==> src/rtl/fir_lane_serializer.sv <==
// rtl/fir_lane_serializer.sv - buffers L-lane FIR output groups and emits them as one sample stream
module fir_lane_serializer #(
    parameter int L     = 3,
    parameter int DEPTH = 4,
    parameter int W     = 32
) (
    input  logic                         clk,
    input  logic                         rst,
    input  logic                         clr,
    input  logic                         in_valid,
    input  logic [W-1:0]                 in_y [0:L-1],
    output logic                         out_valid,
    input  logic                         out_ready,
    output logic [W-1:0]                 out_y,
    output logic                         out_last,
    output logic [$clog2(DEPTH+1)-1:0]   level,
    output logic                         full,
    output logic                         overflow
);

    localparam int PW  = $clog2(DEPTH);
    localparam int LVW = $clog2(DEPTH + 1);
    localparam int LNW = (L > 1) ? $clog2(L) : 1;
    localparam logic [LNW-1:0] LAST_LANE = LNW'(L - 1);
    localparam logic [LVW-1:0] DEPTH_LV  = LVW'(DEPTH);

    logic [W-1:0]   mem [0:DEPTH-1][0:L-1];
    logic [PW-1:0]  wptr;
    logic [PW-1:0]  rptr;
    logic [LVW-1:0] cnt;
    logic [LNW-1:0] lane;
    logic           ovf;

    logic xfer;
    logic pop;
    logic push;
    logic drop;

    // Handshake decode; a full FIFO still accepts a group when the head's last lane leaves on the same edge
    always_comb begin
        out_valid = (cnt != '0);
        full      = (cnt == DEPTH_LV);
        xfer      = out_valid && out_ready;
        pop       = xfer && (lane == LAST_LANE);
        push      = in_valid && (!full || pop);
        drop      = in_valid && !push;
        out_y     = out_valid ? mem[rptr][lane] : '0;
        out_last  = out_valid && (lane == LAST_LANE);
    end

    assign level    = cnt;
    assign overflow = ovf;

    // Group storage; contents need no reset because level gates every read
    always_ff @(posedge clk) begin
        if (push && !clr && !rst) begin
            for (int i = 0; i < L; i++) begin
                mem[wptr][i] <= in_y[i];
            end
        end
    end

    // Pointers, occupancy, lane position and sticky drop flag; clr outranks push and transfer
    always_ff @(posedge clk or posedge rst) begin
        if (rst) begin
            wptr <= '0;
            rptr <= '0;
            cnt  <= '0;
            lane <= '0;
            ovf  <= 1'b0;
        end else if (clr) begin
            wptr <= '0;
            rptr <= '0;
            cnt  <= '0;
            lane <= '0;
            ovf  <= 1'b0;
        end else begin
            if (xfer) begin
                lane <= pop ? '0 : lane + 1'b1;
            end
            if (pop) begin
                rptr <= rptr + 1'b1;
            end
            if (push) begin
                wptr <= wptr + 1'b1;
            end
            if (push && !pop) begin
                cnt <= cnt + 1'b1;
            end else if (pop && !push) begin
                cnt <= cnt - 1'b1;
            end
            if (drop) begin
                ovf <= 1'b1;
            end
        end
    end

endmodule

==> config.mk <==
export PLATFORM = sky130hd
export DESIGN_NAME = fir_lane_serializer
export DESIGN_NICKNAME = d
export VERILOG_FILES = /design/src/rtl/fir_lane_serializer.sv
export SDC_FILE = /design/constraint.sdc
export NUM_CORES = 1
export LEC_CHECK = 0
export ABC_AREA = 0
export CAP_MARGIN = 20
export CORE_MARGIN = 2
export CORE_UTILIZATION = 55
export DETAILED_ROUTE_END_ITERATION = 12
export PLACE_DENSITY = 0.85
export REMOVE_ABC_BUFFERS = 1
export SYNTH_ARGS = -nofsm -noshare
export SYNTH_HDL_FRONTEND = slang
export SYNTH_SLANG_ARGS = --single-unit
==> constraint.sdc <==
create_clock -name clk -period 10.83 [get_ports clk]
set_clock_uncertainty 0.15 [all_clocks]
set_input_delay 2.7075 -clock clk [delete_from_list [all_inputs] [get_ports clk]]
set_output_delay 2.7075 -clock clk [all_outputs]
set_load 0.03 [all_outputs]
Word level (Yosys, flattened, before mapping):

Memory sizes are Yosys's and may differ from the RTL's.
Index checks and enable logic that the tools add are counted.

* bits in registers: 10
* memory bits (writable): 384
* input bits: 101
* memories kept: 1

Memories
* mem: words 4, bits a word 96, rd ports 1, clocked after Yosys merged registers in 0, write ports 1, RTL line 27 `logic [W-1:0] mem [0:DEPTH-1][0:L-1];`

* add/subtract/negate cells: 5
* order comparisons: 1
* eq/ne operators: 2
* multiplexer cells: 18
* bitwise gates (word level): 1
* reductions and logical operators: 21

Operators with widths (count)
* $mux 32: 3
* $bmux 32 s2: 1
* $mux 2: 7
* $logic_and 1x1->1: 9
* $mux 3: 3
* $reduce_bool 2->1: 4
* $add 2x1->2 const B: 3
* $reduce_bool 3->1: 2
* $logic_not 1->1: 5
* $mux 1: 4
* $add 3x1->3 const B: 1
* $eq 3x3->1 const B: 1
* $ge 3x3->1 const B: 1
* $not 2->3: 1
* $sub 3x1->3 const B: 1
* $eq 2x2->1 const B: 1
* $logic_or 1x1->1: 1

Depth between registers and ports, before layout:

* depth in word-level cells: 10
* depth in mapped cells: 9
* gate-level depth less buffers: 8

Worst setup path before layout:

OpenSTA, ideal clock, no wires.

* path type: input to register
* from: in out_ready
* to: mem mem[0][0] (netlist name), enable pin
* setup time: 0.466 ns
* data arrival time: 5.525 ns
* slack: 4.689 ns
* stages on the path: 4
* path buffers: 0
* cells stage by stage: and3b_1 o21ai_2 nor3_1 and2_1

* cells in the longest elaborated chain, start to end: 8

Ends and longest elaborated chain
* start, declared: RTL line 13 `input logic out_ready,`
* $logic_and 1x1->1: RTL line 43 `xfer = out_valid && out_ready;`
* $logic_and 1x1->1: RTL line 44 `pop = xfer && (lane == LAST_LANE);`
* $logic_or 1x1->1: RTL line 45 `push = in_valid && (!full || pop);`
* $logic_and 1x1->1: RTL line 45
* $logic_and 1x1->1 (2 in series): RTL line 56 `if (push && !clr && !rst) begin`
* $mux 1: RTL line 56
* $mux 1 (implied by the code): RTL line 58 `mem[wptr][i] <= in_y[i];`
* end, declared: RTL line 27

No other way between the ends.

Worst setup path after layout:

* from: reg rptr[0]
* to: out out_y[13]

* cells in the longest elaborated chain, start to end: 5

Ends and longest elaborated chain
* start, declared: RTL line 29 `logic [PW-1:0] rptr;`
* start signal, assigned: RTL line 82 `rptr <= rptr + 1'b1;`
* $mem_v2 4x96
* $bmux 32 s2: RTL line 47 `out_y = out_valid ? mem[rptr][lane] : '0;`
* $mux 32 (implied by the code) (2 in series): RTL line 47
* $mux 32: RTL line 47
* end, declared: RTL line 14 `output logic [W-1:0] out_y,`

No other way between the ends. The select of a mux whose other input is x is not followed.

==> flow_summary.ini <==
[route]
ant_nets = 0
drtPass1Iterations = 5
route.detailed.drc = 0
wl_mm = 30.86
vias = 7357
vias_per_cell = 6.016
wl_per_cell_um = 25.23
drt-initial-drc-count = 702

[power_and_ir_drop]
p_leak_nw = 5.768
peakVddDrop_mv = 0.1660
total_power_w = 0.003485
power_density_mw_per_mm2 = 192.1

[clock_tree]
cts.sinks = 394
post_cts_resize_count = 0
clk_pin_slew_ns = 0.06
cts_hold_buf = 0
cts-root-buf = clkbuf_16
cts_setup_buffers = 0
htreeDepth = 2
clk_latency_ns = 0.51
cts_tree = built
clockBufferDepth = 3
cts_buffers = 39

[finish]
fillCellCount = 1718
regArea_mm2 = 0.01179
fin_area_mm2 = 0.01814
drive_above_1_share_pct = 19.80
final_common_cell = edfxtp_1
syn_to_final_growth_pct = 19.42
multi_input_area_mm2 = 0.003045
fin_nets = 956
final_cell_mix = edfxtp_1 (384), clkdlybuf4s50_1 (139), mux4_2 (95)

[setup_path]
critPathTopFamily = buffers and inverters
reg2reg_from = lane[1]$_DFFE_PP0P_
start_kind = flip-flop
startpoint = rptr[0]$_DFFE_PP0P_
reg2reg_slack_ns = 6.97
cp_slowest_cell = dfrtp_4
ff2ff_path_depth = 5
crit_path_end_kind = output port
path_cells = buf_4, mux4_2, a22oi_1, o21ai_1, clkdlybuf4s50_1
critPathKind = reg -> out
arrival_ns = 4.14
crit_fanout = 50
r2r-end = mem[2][81]$_DFFE_PP_
critical_path_buf_inv_count = 2
critPathMaxStageDelay_ns = 1.03
worstPathRequired_ns = 7.97

[global_route]
first_global_vias = 8004
grt_pass1_wl_mm = 46.39
grt_usage_pct = 21.82
grt_antenna_before_repair = 3
grt_max_degree = 76
gr-total-overflow = 0

[worst_hold_path]
hp-class = reg -> reg
min-delay-start = overflow$_DFFE_PP0P_
min_to = overflow$_DFFE_PP0P_
min_path_cells = 2

[yosys]
ys_ff_latch = 394
yosysUniqueCellTypes = 44
syn_area_per_cell_um2 = 21.95
synth_seq_area_share_pct = 77.55
syn-instance-count = 692
syn_area_mm2 = 0.01519
yosysWarnings = 0

[floorplanning]
io_pins = 140
initial_core_util_pct = 56.21
fp.coreArea_mm2 = 0.02703
rows = 60
fp.dieH_um = 170.2
die_area_mm2 = 0.02897
die_w_um = 170.2

[sta]
max_freq_mhz = 142.9
period_needed_ns = 6.998
setup_viol = 0
rsz0062_at_grt = no
fin_tns_setup_ns = 0
drv_slew = 0
slew_headroom_pct = 27.03
hold_viol_final = 0
worst_pin_slew_ns = 1.094
period_share_pct = 64.62
hold_slack_ns = 0.3786

[placement]
placed_cell_area_mm2 = 0.01687
gp_congestion = 0.7756
dp_hpwl_mm = 17.03
io_buffers = 139

[run_status]
run_status = completed

[flow_run]
drv_cap = 0
[per-layer routing]
metal	routed length, um	GRT usage, %	vias to the layer above
li1	-	-	3186
met1	11590	27.38	3802
met2	16330	38.26	299
met3	1980	4.233	70
met4	963	7.767	0
met5	0	0	-
[registers in the layout (all words and copies together), names as in the netlist]
register,cells
mem,384
level,3
lane,2
wptr,2
overflow,1
rptr,2
[through the flow]
stage / utilization [%] / instances / worst slack, ns
3_3_place_gp: 62.43 / 1149 / 4.274
6_report: 67.13 / 1223 / 3.832
2_1_floorplan: - / 660 / 3.116
5_1_grt: 67.12 / 1222 / 3.510
3_5_place_dp: 62.43 / 1149 / 4.224
4_1_cts: 67.00 / 1219 / 3.671
[how the worst max path moves through the flow]
stage           endpoint  slack [ns]  cells after the start
2_1_floorplan  out_y[17]        3.12                      3
3_3_place_gp    out_y[4]        4.27                      5
3_5_place_dp    out_y[4]        4.22                      5
4_1_cts         out_y[4]        3.67                      5
5_1_grt        out_y[13]        3.51                      5
6_report       out_y[13]        3.83                      5
[report_power, final]
part / leakage (nW) / internal, W / total, W / switching, W
combinational: 1.56 / 0.000192 / 0.000447 / 0.000255
sequential: 3.60 / 0.00172 / 0.00174 / 0.0000259
clock: 0.612 / 0.000764 / 0.00130 / 0.000533
[cell usage after synthesis (all sizes together)]
library cell,count,area [um2]
o21ai,31,158.9
inv,41,153.9
nand2b,2,12.51
or3b,1,11.26
nor3b,2,26.28
a22oi,26,195.2
o32a,1,10.01
mux2,2,22.52
and2,4,25.02
and3,1,6.260
mux2i,7,70.07
nor2b,1,6.260
edfxtp,384,11530
nor4b,1,8.760
fa,1,20.02
nor3,6,52.55
buf,28,205.2
a211oi,1,7.510
mux4,95,2140
a31oi,3,25.02
ha,4,50.05
o31ai,1,7.510
nand3,1,5.000
nor2,14,52.55
nand2,5,21.27
clkbuf,4,16.26
a21oi,4,20.02
nand3b,1,7.510
o21bai,1,7.510
o2bb2ai,1,8.760
dfrtp,10,250.2
xnor2,2,17.52
o22ai,5,31.28
and3b,1,8.760
[area by class of cell]
cell class	instances	share of cell area, %
sequential	394	64.97
clock buffer	50	5.841
timing repair buffer	149	8.193
clock inverter	20	0.9655
antenna	3	0.04138
multi-input combinational	225	16.79
tap	341	2.352
inverter	41	0.8483
[cells by family after synthesis]
| logic type | after synthesis | synth area share [%] |
|---|---|---|
| xor gates and xnor gates | 2 | 0.1153 |
| and+or+nand+nor | 40 | 1.606 |
| AOI/OAI and AO/OA | 74 | 3.105 |
| adders and majority gates | 5 | 0.4612 |
| DFF | 394 | 77.55 |
| muxes | 104 | 14.69 |
| buffers and inverters | 73 | 2.471 |
[worst register-to-register path, delay by kind of cell (launching register included)]
kind            cells  cell delay [ns]
simple gates        3             1.55
compound gates      1             0.12
buf+inv             1             0.68
flops               1             0.96
Power figures use the tool's default switching activity.
